File: config.mk
export PLATFORM = sky130hd
export DESIGN_NAME = hdr_police_ctrl
export DESIGN_NICKNAME = d
export VERILOG_FILES = /design/src/rtl/hdr_police_ctrl.sv
export SDC_FILE = /design/constraint.sdc
export NUM_CORES = 1
export LEC_CHECK = 0
export ABC_AREA = 1
export BUFFER_PORTS_ARGS = -buffer_cell sky130_fd_sc_hd__buf_2
export CAP_MARGIN = 20
export CORE_ASPECT_RATIO = 1.75
export CORE_UTILIZATION = 55
export CTS_BUF_LIST = sky130_fd_sc_hd__clkbuf_4
export DETAILED_ROUTE_END_ITERATION = 10
export PLACE_DENSITY = 0.78
export SLEW_MARGIN = 20
export SYNTH_ARGS = -nofsm -noshare
export SYNTH_HDL_FRONTEND = slang
export SYNTH_SLANG_ARGS = --single-unit
File: constraint.sdc
create_clock -name clk_i -period 8.6 [get_ports clk_i]
set_clock_uncertainty 0.15 [all_clocks]
set_input_delay 1.29 -clock clk_i [delete_from_list [all_inputs] [get_ports clk_i]]
set_output_delay 1.29 -clock clk_i [all_outputs]
set_load 0.005 [all_outputs]
File: src/rtl/hdr_police_ctrl.sv
`default_nettype none
// ============================================================================
//  Module      : hdr_police_ctrl
//  Description : Streaming IPv4 header parser / policing controller.
//                Captures the 5-tuple fields from the first three 64-bit words
//                of a packet and presents them to an external combinational
//                classifier. It then issues a verdict over a valid/ready
//                channel and keeps saturating per-index hit counters plus one
//                miss counter.
//  Revision    : 1.0 - initial release
// ============================================================================
module hdr_police_ctrl #(
  parameter int CNT_W = 16
) (
  input  logic             clk_i,
  input  logic             rst_ni,
  // packet stream
  input  logic [63:0]      s_data_i,
  input  logic             s_vld_i,
  input  logic             s_eop_i,
  output logic             s_rdy_o,
  // header fields towards the classifier
  output logic [31:0]      in_ip_o,
  output logic [31:0]      out_ip_o,
  output logic [7:0]       proto_o,
  output logic [15:0]      in_port_o,
  output logic [15:0]      out_port_o,
  // classifier result
  input  logic             match_i,
  input  logic [2:0]       index_i,
  // verdict channel
  output logic             v_vld_o,
  output logic             v_match_o,
  output logic [2:0]       v_index_o,
  output logic             v_inval_o,
  input  logic             v_rdy_i,
  // counter readout / clear
  input  logic [3:0]       cnt_sel_i,
  output logic [CNT_W-1:0] cnt_o,
  input  logic             clr_i
);

  typedef enum logic [2:0] {
    ST_IDLE    = 3'd0,
    ST_HDR1    = 3'd1,
    ST_HDR2    = 3'd2,
    ST_CLASS   = 3'd3,
    ST_VERDICT = 3'd4,
    ST_DRAIN   = 3'd5
  } state_t;

  localparam logic [7:0]       VER_IHL5 = 8'h45;
  localparam logic [CNT_W-1:0] CNT_ONE  = {{(CNT_W-1){1'b0}}, 1'b1};
  localparam logic [CNT_W-1:0] CNT_MAX  = {CNT_W{1'b1}};

  // FSM and field registers
  state_t      state_q,    state_d;
  logic        rdy_q,      rdy_d;
  logic        inval_q,    inval_d;
  logic        eop_seen_q, eop_seen_d;
  logic [31:0] in_ip_q,    in_ip_d;
  logic [31:0] out_ip_q,   out_ip_d;
  logic [7:0]  proto_q,    proto_d;
  logic [15:0] in_port_q,  in_port_d;
  logic [15:0] out_port_q, out_port_d;
  logic        v_vld_q,    v_vld_d;
  logic        v_match_q,  v_match_d;
  logic [2:0]  v_index_q,  v_index_d;
  logic        v_inval_q,  v_inval_d;

  // counters
  logic [CNT_W-1:0] hit_q [8];
  logic [CNT_W-1:0] hit_d [8];
  logic [CNT_W-1:0] miss_q, miss_d;

  logic xfer;
  logic v_hs;

  assign xfer = s_vld_i & rdy_q;
  assign v_hs = v_vld_q & v_rdy_i;

  // Next-state and field-capture logic for the header parser
  always_comb begin
    state_d    = state_q;
    inval_d    = inval_q;
    eop_seen_d = eop_seen_q;
    in_ip_d    = in_ip_q;
    out_ip_d   = out_ip_q;
    proto_d    = proto_q;
    in_port_d  = in_port_q;
    out_port_d = out_port_q;
    v_vld_d    = v_vld_q;
    v_match_d  = v_match_q;
    v_index_d  = v_index_q;
    v_inval_d  = v_inval_q;

    case (state_q)
      ST_IDLE: begin
        if (xfer) begin
          // Only a plain 20-byte IPv4 header (version 4, IHL 5) is parsable.
          inval_d    = (s_data_i[63:56] != VER_IHL5);
          eop_seen_d = 1'b0;
          if (s_eop_i) begin
            inval_d    = 1'b1;
            eop_seen_d = 1'b1;
            state_d    = ST_CLASS;
          end else begin
            state_d    = ST_HDR1;
          end
        end
      end

      ST_HDR1: begin
        if (xfer) begin
          proto_d = s_data_i[55:48];
          in_ip_d = s_data_i[31:0];
          if (s_eop_i) begin
            inval_d    = 1'b1;
            eop_seen_d = 1'b1;
            state_d    = ST_CLASS;
          end else begin
            state_d    = ST_HDR2;
          end
        end
      end

      ST_HDR2: begin
        if (xfer) begin
          out_ip_d   = s_data_i[63:32];
          in_port_d  = s_data_i[31:16];
          out_port_d = s_data_i[15:0];
          eop_seen_d = s_eop_i;
          state_d    = ST_CLASS;
        end
      end

      ST_CLASS: begin
        // Classifier inputs have settled from the registered fields; sample once.
        v_vld_d   = 1'b1;
        v_match_d = inval_q ? 1'b0 : match_i;
        v_index_d = inval_q ? 3'd0 : index_i;
        v_inval_d = inval_q;
        state_d   = ST_VERDICT;
      end

      ST_VERDICT: begin
        if (v_rdy_i) begin
          v_vld_d = 1'b0;
          state_d = eop_seen_q ? ST_IDLE : ST_DRAIN;
        end
      end

      ST_DRAIN: begin
        if (xfer && s_eop_i) begin
          state_d = ST_IDLE;
        end
      end

      default: begin
        state_d = ST_IDLE;
      end
    endcase

    // Ready is registered and follows the state being entered.
    rdy_d = (state_d == ST_IDLE) || (state_d == ST_HDR1) ||
            (state_d == ST_HDR2) || (state_d == ST_DRAIN);
  end

  // Parser state, captured header fields and registered verdict outputs
  always_ff @(posedge clk_i or negedge rst_ni) begin
    if (!rst_ni) begin
      state_q    <= ST_IDLE;
      rdy_q      <= 1'b0;
      inval_q    <= 1'b0;
      eop_seen_q <= 1'b0;
      in_ip_q    <= '0;
      out_ip_q   <= '0;
      proto_q    <= '0;
      in_port_q  <= '0;
      out_port_q <= '0;
      v_vld_q    <= 1'b0;
      v_match_q  <= 1'b0;
      v_index_q  <= '0;
      v_inval_q  <= 1'b0;
    end else begin
      state_q    <= state_d;
      rdy_q      <= rdy_d;
      inval_q    <= inval_d;
      eop_seen_q <= eop_seen_d;
      in_ip_q    <= in_ip_d;
      out_ip_q   <= out_ip_d;
      proto_q    <= proto_d;
      in_port_q  <= in_port_d;
      out_port_q <= out_port_d;
      v_vld_q    <= v_vld_d;
      v_match_q  <= v_match_d;
      v_index_q  <= v_index_d;
      v_inval_q  <= v_inval_d;
    end
  end

  // Counter update: clear wins, otherwise a saturating bump on each verdict handshake
  always_comb begin
    hit_d  = hit_q;
    miss_d = miss_q;
    if (clr_i) begin
      for (int i = 0; i < 8; i++) begin
        hit_d[i] = '0;
      end
      miss_d = '0;
    end else if (v_hs) begin
      if (v_match_q) begin
        if (hit_q[v_index_q] != CNT_MAX) begin
          hit_d[v_index_q] = hit_q[v_index_q] + CNT_ONE;
        end
      end else begin
        if (miss_q != CNT_MAX) begin
          miss_d = miss_q + CNT_ONE;
        end
      end
    end
  end

  // Hit and miss counter registers
  always_ff @(posedge clk_i or negedge rst_ni) begin
    if (!rst_ni) begin
      for (int i = 0; i < 8; i++) begin
        hit_q[i] <= '0;
      end
      miss_q <= '0;
    end else begin
      for (int i = 0; i < 8; i++) begin
        hit_q[i] <= hit_d[i];
      end
      miss_q <= miss_d;
    end
  end

  // Counter readout: 0-7 hit, 8 miss, anything above reads as zero
  always_comb begin
    cnt_o = '0;
    if (!cnt_sel_i[3]) begin
      cnt_o = hit_q[cnt_sel_i[2:0]];
    end else if (cnt_sel_i == 4'd8) begin
      cnt_o = miss_q;
    end
  end

  assign s_rdy_o    = rdy_q;
  assign in_ip_o    = in_ip_q;
  assign out_ip_o   = out_ip_q;
  assign proto_o    = proto_q;
  assign in_port_o  = in_port_q;
  assign out_port_o = out_port_q;
  assign v_vld_o    = v_vld_q;
  assign v_match_o  = v_match_q;
  assign v_index_o  = v_index_q;
  assign v_inval_o  = v_inval_q;

endmodule
`default_nettype wire

# --- Word level (Yosys, flattened, before mapping) ---
# Index checks and enable logic that the tools add are counted.
word_totals:
  word_cells: 111
  register_bits: 260
  output_inout_bits: 127
  input_bits: 78
op_classes:
  n_lt_le_gt_ge: 3
  reduce_logical: 21
  n_eq_ne: 18
  addsub: 2
  muxes: 41
  n_bitwise: 4
op_table:
  columns: ["operator", "count"]
  rows:
  - ["2-to-1 mux 128 bit", 4]
  - ["2-to-1 mux 16 bit", 11]
  - ["bitwise mux 128 bit", 1]
  - ["binary-select mux 16 bit (select 3 bit)", 2]
  - ["demux 16 bit (select 3 bit)", 1]
  - ["adder 16 x 1 -> 16 bit, second input constant", 2]
  - ["inequality test 16 bit, second input constant", 2]
  - ["2-to-1 mux 3 bit", 7]
  - ["case mux 3 bit (6 select lines)", 1]
  - ["inequality test 2 bit, second input constant", 6]
  - ["nonzero test 2 bit", 6]
  - ["2-to-1 mux 1 bit", 10]
  - ["equality test 3 x 2 -> 1 bit, second input constant", 3]
  - ["equality test 3 bit, second input constant", 3]
  - ["greater-or-equal comparator 4 bit, second input constant", 2]
  - ["inequality test 8 x 7 -> 1 bit, second input constant", 1]
  - ["NOT 3 -> 4 bit", 2]
  - ["equality test 3 x 1 -> 1 bit, second input constant", 2]
  - ["logical NOT 3 bit", 2]
  - ["AND reduction 2 bit", 3]
  - ["AND reduction 3 bit", 2]
  - ["AND reduction 5 bit", 1]
  - ["equality test 4 bit, second input constant", 1]
  - ["less-than comparator 4 x 1 -> 1 bit, second input constant", 1]
  - ["other kinds (8)", 13]

# --- Logic depth before layout (Yosys ltp) ---
depth:
  ltp_word: 10
  mapped_depth: 20
  depth_no_buf: 18

# --- Worst setup path before layout ---
# Ideal clock, no wire load.
synth_path:
  kind: "input -> output"
  from: "in cnt_sel_i[0]"
  to: "out cnt_o[12]"
  required_ns: 7.160
  stages: 6
  arrival_time_ns: 2.405
  n_path_buf: 3
  slack_ns: 4.755
  cell_sequence: "clkbuf_1 inv_2 clkbuf_1 nand4_1 clkbuf_1 o21ai_0"
synth_between:
  elab_chain_len: 5
  word_cells_on_any_way: 7
  classes_between: "eq/ne: 1; mux: 5; bitwise: 1"
synth_lines:
  columns: ["element", "line", "source"]
  rows:
  - ["start, declared", "38", "input logic [3:0] cnt_sel_i,"]
  - ["NOT 3 -> 4 bit (not written as such)", "243", "cnt_o = hit_q[cnt_sel_i[2:0]];"]
  - ["binary-select mux 16 bit (select 3 bit)", "243", null]
  - ["2-to-1 mux 16 bit (not written as such) (2 in a row)", "243", null]
  - ["2-to-1 mux 16 bit (*)", "242", "if (!cnt_sel_i[3]) begin"]
  - ["end, declared", "39", "output logic [CNT_W-1:0] cnt_o,"]
# Every way passes the cells marked *; elsewhere a longest branch is shown, timed or not. The select of a mux whose other input is x is not followed.

# --- Final worst setup path ---
layout_path:
  from: "in cnt_sel_i[1]"
  to: "out cnt_o[1]"
# Same word-level chain as after synthesis.

==> results.cfg <==
[routing]
drc = 0
wl_met2_um = 20170
wl_um = 40650
drt_pass1_iterations = 7
highest_layer = met4
drtIter0Drc = 1151
post_drt_wl_per_cell_um = 17.84
wl_met1_um = 14480
drt.antenna.violating_nets = 0
avgViaCountPerCell = 5.642
routed-via-count = 12858
met3_length_um = 3821

[setup_path]
path_cells = buf_2 > inv_1 > nand4_1 > o21ai_0 > buf_2
path_class = input port to output port
worstPathRequired_ps = 7160
critPathMaxFanout = 33
reg2regPathDepth = 15
cp_top_family = buffers and inverters
cp_num_buf_inv = 3
cp_data_arrival_time_ps = 3890
cp_slowest_cell = inv_1
crit_cells = 5
cp_common_cell = buf_2
crit_path_end_kind = output port
cpPeakStageDelay_ps = 890
crit_path_start_kind = input port

[die]
die_h_um = 209.0
io_pins = 205
core.rowCount = 75
die-area_um2 = 25130
fp.coreArea_um2 = 24020
die_w_um = 120.3
start_util_pct = 56.04

[layout]
syn2layout_area_growth_pct = 13.06
stdcell_area_um2 = 15220
layout-drive-gt1-share_pct = 17.98
nets = 2007
n_fill_cell = 2175
layout_commonest_cell = nand2_1
instances_no_fill = 2279
mostFrequentLayoutCells = nand2_1, dfrtp_1, o21ai_0, nand3_1, buf_2

[global_routing]
grt_max_degree = 129
antenna_found_initial = 2
grt_overflow = 0
track_usage_pct = 32.89
grt_pass1_vias = 12512
grt_first_pass_wirelength_um = 64620

[sta]
max_freq_mhz = 187.7
relSlewSlack_pct = 23.03
hold_viol = 0
period_share_pct = 61.95
setup_tns_ps = 0
finalSetupViolCount = 0
drv_slew = 0
tightest_slew_ps = 1151
period_needed_ps = 5328
rsz0062_at_grt = no

[yosys]
synthesis.area_um2 = 13460
syn-num-nets = 1834
synthCells = 1754
synth-seq-area-share_pct = 48.33
synth_fa_ha_area_share_pct = 0.1859
synth-compound-area-share_pct = 13.99
yosys_register_bits = 260
synth_xor_xnor_area_share_pct = 0.1952
yosys_warnings = 0
synthSimpleGateAreaFrac_pct = 26.57
yosysUniqueCellTypes = 37
postSynthAreaPerCell_um2 = 7.675
synth_top_family_by_area = simple AND/OR/NAND/NOR gates
synth.area.mux_share_pct = 1.757

[place]
place_area_um2 = 14460
dp_cells = 2173
hpwl_um = 28010
portBuffers = 204
gp_congestion = 0.9413

[clock_tree]
cts.clk_slew.worst_paths_ps = 60
cts_max_level = 2
cts_resized = 0
root_buffer = clkbuf_4
cts.sinks = 260
cts_tree = done
insertion_delay_ps = 780
cts_hold_buf = 0
cts_buffers = 59
cts_buffer_depth = 3
post_cts_buffers = 0

[min_path]
worstHoldPathCells = 2
worstHoldPathType = flop to flop

[power]
power.density_nw_per_um2 = 249.0
leakage_nw = 7.687
irDropWorstVdd_mv = 0.2302

[flow_run]
maxCapViolCount = 0

[outcome]
status = finished clean
[path summary, 6_finish.rpt]
path | slack (ps) | from | end
worst max-delay path | 3270 | cnt_sel_i[1] | cnt_o[1]
worst min-delay path | 330 | in_ip_o[29]$_DFFE_PN0P_ | in_ip_o[29]$_DFFE_PN0P_
worst max register to register | 3890 | v_index_o[0]$_DFFE_PN0P_ | hit_q[114]$_DFFE_PN0P_
worst min register to register | 330 | in_ip_o[29]$_DFFE_PN0P_ | in_ip_o[29]$_DFFE_PN0P_
max in group asynchronous | 6440 | rst_ni | proto_o[5]$_DFFE_PN0P_
min in group asynchronous | 430 | rst_ni | hit_q[100]$_DFFE_PN0P_
[worst reg2reg max path, delay by kind of cell, from the launching register on]
family,cells,cell delay (ps)
AOI/OAI and AO/OA,1,530
adders and majority gates,1,310
buffers and inverters,2,530
DFF,1,920
and+or+nand+nor,11,2170
[power by group]
part | total [W] | leakage, nW | switching [W] | internal (W)
sequential | 0.00166 | 3.46 | 0.000188 | 0.00147
combinational | 0.00117 | 3.81 | 0.000758 | 0.000414
clock | 0.000956 | 0.420 | 0.000496 | 0.000460
total | 0.00379 | 7.69 | 0.00144 | 0.00235
[stage by stage]
stage / total power [W] / hold WS (ps) / setup WS (ps) / util, %
floorplan: 0.002324 / 314.3 / 4755 / -
global placement: 0.002790 / 310.8 / 3555 / 60.21
detailed placement: 0.002830 / 319.9 / 3420 / 60.21
CTS: 0.003797 / 338.1 / 3403 / 63.20
global route: 0.004025 / 356.5 / 3105 / 63.35
finish: 0.003790 / 333.0 / 3272 / 63.35
[metal layers]
layer	vias up	track usage (%)
li1	6109	-
met1	5936	37.88
met2	657	55.39
met3	156	7.969
met4	0	18.77
met5	-	0
[registers in the layout, indices dropped and copies added, names as in the netlist, 3 cells and up]
name / cells
in_ip_o: 32
out_port_o: 16
v_index_o: 3
in_port_o: 16
proto_o: 8
out_ip_o: 32
miss_q: 16
state_q: 3
hit_q: 128
[final cells by class]
| cell class | instances | area (µm²) | area share, % |
|---|---|---|---|
| flip-flops and latches | 260 | 6507 | 42.76 |
| repair buffers | 213 | 1122 | 7.374 |
| well taps | 308 | 385.4 | 2.532 |
| clock inverters | 23 | 118.9 | 0.7810 |
| multi-input cells | 1204 | 5766 | 37.88 |
| diodes | 2 | 5.005 | 0.03288 |
| clock buffers | 80 | 600.6 | 3.946 |
| inverters | 189 | 714.4 | 4.694 |
[synthesized netlist by cell type (all sizes together)]
cell type    n  area, µm²
nor4         5      31.28
inv        186      700.7
o2111ai      1      8.760
ha           2      25.02
nand2      479       1800
o21ai      280       1401
o211ai      10      75.07
or2          2      12.51
o221ai       2      17.52
nand3b       2      15.01
a21boi       1      7.510
xor2         3      26.28
clkinv       3      11.26
o22ai        5      31.28
clkbuf      57      214.0
a21oi       64      320.3
nand3      232       1256
nor2        66      295.3
a31oi        1      6.260
nand4       14      106.4
nor3        12      60.06
o21a         2      15.01
dfrtp      260       6506
buf         44      281.5
mux2        21      236.5
[cells by family after synthesis]
family | after synthesis
multiplexers | 21
buffers and inverters | 290
flip-flops | 260
adder cells (fa/ha/maj) | 2
AND/OR/NAND/NOR | 812
XOR/XNOR | 3
AO/OA/AOI/OAI | 366
No activity file was read; power rests on OpenSTA's default activity.
